`src/rtl/dac_spi_rx.sv`:
```
`default_nettype none
// ============================================================================
// Module      : dac_spi_rx
// Description : Eight-lane SPI frame receiver for the DAC serial outputs
//               (DAC_SYNC / DAC_SCLK / DAC_DIN). Decodes 24-bit AD5662-style
//               frames (6 don't-care, 2 power-down, 16 data bits, MSB first)
//               into per-lane words held under a valid/ack handshake.
//               Malformed frames raise a one-cycle rx_err pulse, and a word
//               overwritten before it was acknowledged sets a sticky
//               rx_overrun bit.
// Options     : DAC_SPI_RX_SYNC_EN - when defined, adds a 2-flop
//               metastability synchronizer on SYNC/SCLK/DIN ahead of the
//               sampling stage (latency 4 dataclk edges instead of 2).
// Revision    : 1.0 - initial release
// ============================================================================
module dac_spi_rx #(
   parameter int N_LANES    = 8,
   parameter int FRAME_BITS = 24,
   parameter int DATA_BITS  = 16
) (
   input  logic                           dataclk,
   input  logic                           reset_n,
   input  logic [N_LANES-1:0]             DAC_SYNC,
   input  logic [N_LANES-1:0]             DAC_SCLK,
   input  logic [N_LANES-1:0]             DAC_DIN,
   input  logic [N_LANES-1:0]             rx_ack,
   input  logic                           ovr_clr,
   output logic [N_LANES*DATA_BITS-1:0]   rx_data,
   output logic [N_LANES*2-1:0]           rx_pd,
   output logic [N_LANES-1:0]             rx_valid,
   output logic [N_LANES-1:0]             rx_err,
   output logic [N_LANES-1:0]             rx_overrun
);

   // Frame bit count that marks a well-formed frame (5-bit counter domain).
   localparam logic [4:0] c_frame_cnt = 5'(FRAME_BITS);

   typedef enum logic [1:0] {
      ST_ARM   = 2'd0,
      ST_IDLE  = 2'd1,
      ST_SHIFT = 2'd2,
      ST_OVER  = 2'd3
   } state_t;

   // -------------------------------------------------------------------------
   // Optional synchronizer in front of the sampling stage
   // -------------------------------------------------------------------------
   logic [N_LANES-1:0] w_sync_in;
   logic [N_LANES-1:0] w_sclk_in;
   logic [N_LANES-1:0] w_din_in;

`ifdef DAC_SPI_RX_SYNC_EN
   logic [N_LANES-1:0] r_m1_sync, r_m2_sync;
   logic [N_LANES-1:0] r_m1_sclk, r_m2_sclk;
   logic [N_LANES-1:0] r_m1_din,  r_m2_din;

   // Two-flop synchronizer for lines arriving from pins or another clock domain.
   always_ff @(posedge dataclk or negedge reset_n) begin
      if (!reset_n) begin
         r_m1_sync <= '0;
         r_m2_sync <= '0;
         r_m1_sclk <= '0;
         r_m2_sclk <= '0;
         r_m1_din  <= '0;
         r_m2_din  <= '0;
      end else begin
         r_m1_sync <= DAC_SYNC;
         r_m2_sync <= r_m1_sync;
         r_m1_sclk <= DAC_SCLK;
         r_m2_sclk <= r_m1_sclk;
         r_m1_din  <= DAC_DIN;
         r_m2_din  <= r_m1_din;
      end
   end

   assign w_sync_in = r_m2_sync;
   assign w_sclk_in = r_m2_sclk;
   assign w_din_in  = r_m2_din;
`else
   assign w_sync_in = DAC_SYNC;
   assign w_sclk_in = DAC_SCLK;
   assign w_din_in  = DAC_DIN;
`endif

   // -------------------------------------------------------------------------
   // Sampling (s_*) and one-cycle delayed (p_*) stage for edge detection
   // -------------------------------------------------------------------------
   logic [N_LANES-1:0] r_s_sync, r_p_sync;
   logic [N_LANES-1:0] r_s_sclk, r_p_sclk;
   logic [N_LANES-1:0] r_s_din;

   // SYNC resets low so a lane sees a genuine high level before it arms;
   // this keeps a frame already in progress at reset release from capture.
   always_ff @(posedge dataclk or negedge reset_n) begin
      if (!reset_n) begin
         r_s_sync <= '0;
         r_p_sync <= '0;
         r_s_sclk <= '0;
         r_p_sclk <= '0;
         r_s_din  <= '0;
      end else begin
         r_s_sync <= w_sync_in;
         r_p_sync <= r_s_sync;
         r_s_sclk <= w_sclk_in;
         r_p_sclk <= r_s_sclk;
         r_s_din  <= w_din_in;
      end
   end

   logic [N_LANES-1:0] w_sclk_fall;
   logic [N_LANES-1:0] w_sync_fall;
   logic [N_LANES-1:0] w_sync_rise;

   assign w_sclk_fall = r_p_sclk & ~r_s_sclk;
   assign w_sync_fall = r_p_sync & ~r_s_sync;
   assign w_sync_rise = ~r_p_sync & r_s_sync;

   // -------------------------------------------------------------------------
   // Per-lane frame decoder and output handshake
   // -------------------------------------------------------------------------
   generate
      for (genvar gi = 0; gi < N_LANES; gi++) begin : g_lane
         state_t                r_state;
         logic [4:0]            r_cnt;
         logic [FRAME_BITS-1:0] r_sr;
         logic [DATA_BITS-1:0]  r_data;
         logic [1:0]            r_pd;
         logic                  r_valid;
         logic                  r_err;
         logic                  r_ovr;

         logic w_bit;
         logic w_commit;
         logic w_bad;
         logic w_ack;
         logic w_unused_sr_msbs;

         // A data bit is an SCLK fall seen while the frame strobe is low.
         assign w_bit    = w_sclk_fall[gi] & ~r_s_sync[gi];
         assign w_ack    = rx_ack[gi];
         assign w_commit = (r_state == ST_SHIFT) && w_sync_rise[gi] &&
                           (r_cnt == c_frame_cnt);
         assign w_bad    = w_sync_rise[gi] &&
                           (((r_state == ST_SHIFT) && (r_cnt != c_frame_cnt)) ||
                            (r_state == ST_OVER));

         // The don't-care header bits are shifted through but never reported.
         assign w_unused_sr_msbs = ^r_sr[FRAME_BITS-1:DATA_BITS+2];

         // Frame FSM plus registered word/valid/error/overrun outputs.
         always_ff @(posedge dataclk or negedge reset_n) begin
            if (!reset_n) begin
               r_state <= ST_ARM;
               r_cnt   <= '0;
               r_sr    <= '0;
               r_data  <= '0;
               r_pd    <= '0;
               r_valid <= 1'b0;
               r_err   <= 1'b0;
               r_ovr   <= 1'b0;
            end else begin
               case (r_state)
                  ST_ARM: begin
                     if (r_s_sync[gi]) begin
                        r_state <= ST_IDLE;
                     end
                  end
                  ST_IDLE: begin
                     if (w_sync_fall[gi]) begin
                        r_state <= ST_SHIFT;
                        // An SCLK fall coincident with the SYNC fall is bit 1.
                        if (w_bit) begin
                           r_cnt <= 5'd1;
                           r_sr  <= {{(FRAME_BITS-1){1'b0}}, r_s_din[gi]};
                        end else begin
                           r_cnt <= '0;
                           r_sr  <= '0;
                        end
                     end
                  end
                  ST_SHIFT: begin
                     if (w_sync_rise[gi]) begin
                        r_state <= ST_IDLE;
                     end else if (w_bit) begin
                        if (r_cnt == c_frame_cnt) begin
                           // One fall too many: frame is already malformed.
                           r_state <= ST_OVER;
                        end else begin
                           r_sr  <= {r_sr[FRAME_BITS-2:0], r_s_din[gi]};
                           r_cnt <= r_cnt + 5'd1;
                        end
                     end
                  end
                  ST_OVER: begin
                     if (w_sync_rise[gi]) begin
                        r_state <= ST_IDLE;
                     end
                  end
                  default: begin
                     r_state <= ST_ARM;
                  end
               endcase

               r_err <= w_bad;

               // A commit always wins over an ack: the new word stays valid.
               if (w_commit) begin
                  r_data  <= r_sr[DATA_BITS-1:0];
                  r_pd    <= r_sr[DATA_BITS+1:DATA_BITS];
                  r_valid <= 1'b1;
               end else if (w_ack && r_valid) begin
                  r_valid <= 1'b0;
               end

               // Clearing the sticky overrun takes priority over setting it.
               if (ovr_clr) begin
                  r_ovr <= 1'b0;
               end else if (w_commit && r_valid && !w_ack) begin
                  r_ovr <= 1'b1;
               end
            end
         end

         assign rx_data[gi*DATA_BITS +: DATA_BITS] = r_data;
         assign rx_pd[gi*2 +: 2]                   = r_pd;
         assign rx_valid[gi]                       = r_valid;
         assign rx_err[gi]                         = r_err;
         assign rx_overrun[gi]                     = r_ovr;
      end
   endgenerate

endmodule
`default_nettype wire

```
`config.mk`:
```
export PLATFORM = sky130hd
export DESIGN_NAME = dac_spi_rx
export DESIGN_NICKNAME = d
export VERILOG_FILES = /design/src/rtl/dac_spi_rx.sv
export SDC_FILE = /design/constraint.sdc
export NUM_CORES = 1
export LEC_CHECK = 0
export ABC_AREA = 0
export CORE_MARGIN = 4
export CORE_UTILIZATION = 47
export CTS_CLUSTER_DIAMETER = 100
export DETAILED_ROUTE_END_ITERATION = 10
export DONT_BUFFER_PORTS = 1
export HOLD_SLACK_MARGIN = 0.05
export SYNTH_ARGS = -nofsm -noshare
export SYNTH_HDL_FRONTEND = slang
export SYNTH_SLANG_ARGS = --single-unit
```
`constraint.sdc`:
```
create_clock -name dataclk -period 2.3 [get_ports dataclk]
set_clock_uncertainty 0.1 [all_clocks]
set_input_delay 0.46 -clock dataclk [delete_from_list [all_inputs] [get_ports dataclk]]
set_output_delay 0.46 -clock dataclk [all_outputs]
set_load 0.05 [all_outputs]
```
# Word-level counts from Yosys, hierarchy flattened
# Cells that the tools add are included.
# classes
n_addsub	8
eq_ne	104
n_mux	184
bitwise_logic	22
reduce_logical	120
# op_table
cell	count
$mux 18	32
$pmux 18 s2	8
$mux 5	32
$mux 2	48
$ne 2x2->1 const B	48
$pmux 5 s2	8
$reduce_and 5->1	16
$pmux 2 s4	8
$logic_and 1x1->1	56
$mux 1	48
$reduce_bool 2->1	24
$add 5x1->5 const B	8
$eq 5x5->1 const B	8
$ne 5x5->1 const B	8
$eq 2x2->1 const B	16
$and 8x8->8	3
$ne 3x2->1 const B	8
$ne 3x3->1 const B	8
$not 8->8	3
$eq 2x1->1 const B	8
$logic_not 2->1	8
$and 1x1->1	8
$logic_not 1->1	8
$logic_or 1x1->1	8
$not 1->1	8
# word_totals
regBits	408
in_bits	35
out_inout_bits	168
word_cells	507

# Longest topological paths before layout
# depth
ltp_word	8
depth_mapped	10
depth_no_buf	7

# Worst setup path after synthesis
# Ideal clock, no wire load.
# synth_path
path_type	register to register
from	register g_lane[7].r_state[1]
to	register g_lane[7].r_cnt[3]
setup_ns	0.128
arrival_time_ns	1.846
required_time_ns	2.072
slack_ns	0.226
stages_incl_launch_ff	9
n_path_buf	1
period_less_slack_ns	2.074
cell_sequence	dfrtp_1 > inv_1 > ha_1 > nand2b_1 > a2111oi_2 > o21ai_1 > clkbuf_1 > o21ai_0 > o31ai_1
# synth_via
elab_chain_cells	3
elab_cells_between_ends	9
classes_between	eq/ne (6); mux (1); reduce/logical (2)
# synth_lines
item	line_no	text
start, declared	123	state_t r_state;
start signal, assigned	153	r_state <= ST_ARM;
start signal, assigned	165	r_state <= ST_IDLE;
start signal, assigned	170	r_state <= ST_SHIFT;
$eq 2x2->1 / $eq 2x1->1 (equally long branches)	162	case (r_state)
$ne 2x2->1 (no source line) / $reduce_bool 2->1 (equally long branches)	n/a	
$reduce_and 5->1 (no source line)	n/a	
end signal, assigned	190	r_cnt <= r_cnt + 5'd1;
end, declared	124	logic [4:0] r_cnt;
# Parallel ways exist; a longest one is shown, timed or not.
# A chain may end at the register's enable or synchronous reset.

# Final worst setup path
# layout_path
from	register g_lane[0].r_cnt[1]
to	register g_lane[0].r_ovr
# layout_via
elab_chain_cells	5
# layout_lines
item	line_no	text
start, declared	124	
start signal, assigned	190	
$eq 5x5->1	142	(r_cnt == c_frame_cnt);
$logic_and 1x1->1	141	assign w_commit = (r_state == ST_SHIFT) && w_sync_rise[gi] &&
$logic_and 1x1->1 (2 in a row)	218	end else if (w_commit && r_valid && !w_ack) begin
$reduce_bool 2->1 (no source line)	n/a	
end signal, assigned	160	r_ovr <= 1'b0;
end signal, assigned	217	r_ovr <= 1'b0;
end signal, assigned	219	r_ovr <= 1'b1;
end, declared	130	logic r_ovr;
# Every way passes these cells.

==> impl_metrics.prom <==
# TYPE chip_impl_metric gauge
chip_impl_metric{name="die_w",unit="um"} 199
chip_impl_metric{name="initial_utilization",unit="%"} 48.0
chip_impl_metric{name="detailed_place_hpwl",unit="um"} 21400
chip_impl_metric{name="clkPwrFrac",unit="%"} 38.0
chip_impl_metric{name="syn_avg_cell_area",unit="um2"} 12.1
chip_impl_metric{name="clock_sinks",unit=""} 408
chip_impl_metric{name="period_minus_slack",unit="ps"} 2180
chip_impl_metric{name="utilization",unit="%"} 54.6
chip_impl_info{name="cp_cell_sequence",value="inv_1, ha_1, and4b_1, nand2_2, nor2_4, buf_12, a31oi_1, nor2_1, dlygate4sd3_1"} 1
chip_impl_metric{name="req_time_crit_path",unit="ps"} 2690
chip_impl_info{name="yosys_most_used_dff",value="sky130_fd_sc_hd__dfrtp_1"} 1
chip_impl_metric{name="rows",unit=""} 69
chip_impl_metric{name="cts-buffers-inserted",unit=""} 44
chip_impl_metric{name="die-area",unit="um2"} 39800
chip_impl_metric{name="vias_per_cell",unit=""} 5.40
chip_impl_metric{name="p_leak",unit="nW"} 9.44
chip_impl_info{name="layout.cells.most_common_list",value="sky130_fd_sc_hd__dfrtp_1 (408), sky130_fd_sc_hd__nand2_1 (161), sky130_fd_sc_hd__mux2_2 (127)"} 1
chip_impl_metric{name="buffer_levels_on_the_longest_clock_path",unit=""} 3
chip_impl_metric{name="h-tree-depth",unit=""} 2
chip_impl_metric{name="fin_tns_setup",unit="ps"} 0
chip_impl_metric{name="route.final.wire_length",unit="um"} 33800
chip_impl_metric{name="p_comb_share",unit="%"} 17.6
chip_impl_metric{name="drive_above_1_share",unit="%"} 17.4
chip_impl_metric{name="grt_pass1_wl",unit="um"} 55300
chip_impl_metric{name="internal-power",unit="mW"} 12.9
chip_impl_metric{name="synth-seq-cells",unit=""} 408
chip_impl_metric{name="drt_iter0_drc",unit=""} 449
chip_impl_metric{name="synth.area.mux_share",unit="%"} 10.3
chip_impl_metric{name="clkLatencyLatePin",unit="ps"} 550
chip_impl_metric{name="worst_pin_slew",unit="ps"} 750
chip_impl_metric{name="finalSetupViolCount",unit=""} 0
chip_impl_metric{name="power.switching_fraction",unit="%"} 28.1
chip_impl_metric{name="post_synth_instance_area",unit="um2"} 17200
chip_impl_metric{name="max-slew-margin-rel",unit="%"} 49.8
chip_impl_metric{name="grt_antenna_before_repair",unit=""} 1
chip_impl_metric{name="ant_nets",unit=""} 0
chip_impl_metric{name="detailroute.via_count",unit=""} 10600
chip_impl_metric{name="clk_pin_slew_worst_paths",unit="ps"} 60
chip_impl_metric{name="total_power_divided_by_cell_area",unit="nW/um2"} 916
chip_impl_metric{name="layout_setup_ws",unit="ps"} 118
chip_impl_metric{name="vdd_ir_drop_max",unit="mV"} 0.751
chip_impl_metric{name="global_route_overflow",unit=""} 0
chip_impl_info{name="final_common_cell",value="sky130_fd_sc_hd__dfrtp_1"} 1
chip_impl_info{name="endpoint_kind",value="flop"} 1
chip_impl_metric{name="synthXorXnorAreaFrac",unit="%"} 0
chip_impl_metric{name="finalCritPeriodShare",unit="%"} 94.9
chip_impl_metric{name="timing.final.max_slew_violations",unit=""} 0
chip_impl_metric{name="postSynth.asyncResetShare",unit="%"} 100
chip_impl_info{name="outcome",value="finished, violations left"} 1
chip_impl_info{name="worst_path_dominant_cell_family",value="buffers and inverters"} 1
chip_impl_metric{name="maxClockFrequency",unit="GHz"} 0.458
chip_impl_info{name="clock_root_buffer",value="sky130_fd_sc_hd__clkbuf_16"} 1
chip_impl_info{name="cp-start-kind",value="flop"} 1
chip_impl_metric{name="yosys.area_share.adder",unit="%"} 4.48
chip_impl_metric{name="syn-num-nets",unit=""} 1522
chip_impl_metric{name="post-route-drc-count",unit=""} 0
chip_impl_metric{name="stdcell_area",unit="um2"} 19600
chip_impl_metric{name="netlist_instances",unit=""} 1427
chip_impl_info{name="path_class",value="flop to flop"} 1
chip_impl_metric{name="io_pins",unit=""} 203
chip_impl_metric{name="detailedPlace.worstSlack",unit="ps"} -46.0
chip_impl_metric{name="yosys_warnings",unit=""} 0
chip_impl_metric{name="grt_max_degree",unit=""} 409
chip_impl_metric{name="sequential_cell_fraction_of_total_power",unit="%"} 44.4
chip_impl_metric{name="area_growth_syn_to_layout",unit="%"} 13.6
chip_impl_metric{name="holdBufCountCts",unit=""} 34
chip_impl_metric{name="placed_area",unit="um2"} 17700
chip_impl_metric{name="core_area",unit="um2"} 35800
chip_impl_metric{name="sequential_to_total_area_share_from_yosys_stat",unit="%"} 59.3
chip_impl_metric{name="hold_violation_total_from_the_final_report",unit=""} 408
chip_impl_metric{name="wl_per_cell",unit="um"} 17.2
chip_impl_info{name="failing_checks",value="negative hold slack"} 1
chip_impl_metric{name="cp_max_fo",unit=""} 10
chip_impl_metric{name="grt_use_total",unit="%"} 16.9
chip_impl_metric{name="drtPass1Iterations",unit=""} 4
chip_impl_metric{name="io_buffers",unit=""} 0
chip_impl_info{name="cts_tree",value="done"} 1
chip_impl_metric{name="vias_in_the_first_global_route",unit=""} 10600
chip_impl_metric{name="num-fill-cells",unit=""} 2985
chip_impl_metric{name="critical_path_buf_inv_count",unit=""} 3
chip_impl_info{name="largest_family_of_logic_cells_by_synthesized_area",value="compound AO/OA/AOI/OAI gates"} 1
chip_impl_metric{name="switching_power",unit="mW"} 5.02
chip_impl_info{name="timing.critical_path.slowest_stage_cell",value="sky130_fd_sc_hd__dlygate4sd3_1"} 1
chip_impl_metric{name="max-cap-violations",unit=""} 0
chip_impl_info{name="hold_path_class",value="input port to asynchronous set/reset pin"} 1
chip_impl_metric{name="synth.distinct_cells",unit=""} 58
chip_impl_metric{name="worst_hold_slack",unit="ps"} -496
chip_impl_metric{name="synth_enable_flop_cells",unit=""} 0
chip_impl_metric{name="fp.dieH",unit="um"} 199
chip_impl_metric{name="share_of_synthesized_cell_area_in_and_or_nand_and_nor_gates",unit="%"} 10.2
chip_impl_metric{name="synth_compound_area_share",unit="%"} 11.6
chip_impl_metric{name="timing.critical_path.arrival",unit="ps"} 2570
chip_impl_metric{name="layout.nets",unit=""} 1562
chip_impl_metric{name="finalWeightedCongestion",unit=""} 0.787
chip_impl_metric{name="critical-path-max-stage-delay",unit="ps"} 550
[timing repair]
| item | 4_1_cts | 5_1_grt |
|---|---|---|
| pin swaps | 0 | 3 |
| resized for setup | 4 | 7 |
| endpoints found under the hold margin | 448 | 408 |
| setup endpoints to repair | 29 | 35 |
| cloned | 0 | 2 |
| setup buffers | 0 | 3 |
[path summary, 6_finish.rpt]
| kind | slack, ps | start | depth (start not counted) | endpoint |
|---|---|---|---|---|
| worst max-delay path | 120 | g_lane[0].r_cnt[1] | 9 | g_lane[0].r_ovr |
| worst min-delay path | -500 | reset_n | 0 | g_lane[2].r_pd[1] |
| worst max register to register | 120 | g_lane[0].r_cnt[1] | 9 | g_lane[0].r_ovr |
| worst min register to register | 290 | r_s_sclk[7] | 0 | r_p_sclk[7] |
| max in group asynchronous | 2050 | reset_n | 0 | r_p_sclk[7] |
| min in group dataclk | 290 | r_s_sclk[7] | 0 | r_p_sclk[7] |
[cell families (layout without fill, tap and decap cells)]
group / Yosys count / in the layout
AO/OA/AOI/OAI: 285 / 286
AND/OR/NAND/NOR: 355 / 355
multiplexers: 161 / 161
adder cells (fa/ha/maj): 62 / 62
flip-flops: 408 / 408
other: 0 / 1
buffers and inverters: 156 / 223
[power groups by stage]
stage	sequential, mW	clock (mW)	combinational (mW)
after floorplan	7.92	0	2.45
after global placement	8.06	0	2.95
after detailed placement	8.08	0	3.03
after CTS	7.95	7.06	3.12
after global routing	8.00	7.36	3.57
final	7.95	6.81	3.14
[registers in the layout, indices dropped and copies added (netlist names)]
name / flops
g_lane.r_cnt: 40
r_s_sclk: 8
r_s_sync: 8
g_lane.r_err: 8
g_lane.r_state: 16
g_lane.r_valid: 8
g_lane.r_sr: 144
g_lane.r_ovr: 8
r_s_din: 8
r_p_sclk: 8
g_lane.r_data: 128
r_p_sync: 8
g_lane.r_pd: 16
[cell usage after synthesis, types with 5 or more instances]
library cell	number	area [um2]
sky130_fd_sc_hd__a211oi_1	8	60.1
sky130_fd_sc_hd__a21o_1	13	97.6
sky130_fd_sc_hd__a21oi_1	27	135
sky130_fd_sc_hd__a22o_1	95	832
sky130_fd_sc_hd__a22oi_1	7	52.6
sky130_fd_sc_hd__a31oi_1	6	37.5
sky130_fd_sc_hd__and2_1	7	43.8
sky130_fd_sc_hd__and3_1	6	37.5
sky130_fd_sc_hd__buf_2	17	85.1
sky130_fd_sc_hd__buf_4	26	195
sky130_fd_sc_hd__clkbuf_1	41	154
sky130_fd_sc_hd__dfrtp_1	408	10200
sky130_fd_sc_hd__ha_1	60	751
sky130_fd_sc_hd__inv_1	69	259
sky130_fd_sc_hd__mux2_2	127	1430
sky130_fd_sc_hd__mux2i_1	34	340
sky130_fd_sc_hd__nand2_1	163	612
sky130_fd_sc_hd__nand2b_1	15	93.8
sky130_fd_sc_hd__nand3_1	39	195
sky130_fd_sc_hd__nand3b_1	5	37.5
sky130_fd_sc_hd__nand4_1	7	43.8
sky130_fd_sc_hd__nand4b_1	9	78.8
sky130_fd_sc_hd__nor2_1	42	158
sky130_fd_sc_hd__nor2b_1	18	113
sky130_fd_sc_hd__nor3_1	9	45.0
sky130_fd_sc_hd__nor3b_1	8	60.1
sky130_fd_sc_hd__o21ai_0	85	425
sky130_fd_sc_hd__o22a_1	6	52.6
sky130_fd_sc_hd__o22ai_1	7	43.8
sky130_fd_sc_hd__o31ai_1	6	45.0
sky130_fd_sc_hd__or4b_1	5	50.1
[layout make-up]
| cell class | instances | area, um2 | area share (%) |
|---|---|---|---|
| diodes | 1 | 2.50 | 0.0128 |
| clock buffers | 59 | 1260 | 6.44 |
| clock inverters | 15 | 136 | 0.698 |
| inverters | 69 | 259 | 1.32 |
| multi-input cells | 864 | 6370 | 32.6 |
| flip-flops and latches | 408 | 10200 | 52.2 |
| well taps | 461 | 577 | 2.95 |
| repair buffers | 80 | 741 | 3.79 |
[through the flow]
stage          hold slack (ps)  instances  power [mW]
4_1_cts                   -536       1951        18.1
2_1_floorplan             64.4       1427        10.4
6_report                  -496       1957        17.9
5_1_grt                   -529       1957        18.9
3_5_place_dp              73.4       1843        11.1
3_3_place_gp              73.1       1843        11.0
[layer usage]
layer	wire length, um	track usage (%)
met3	2760	6.12
met1	15500	23.2
met5	0	0
met2	14900	25.3
met4	595	5.21
Note: power is estimated with default switching activity, not from simulation.
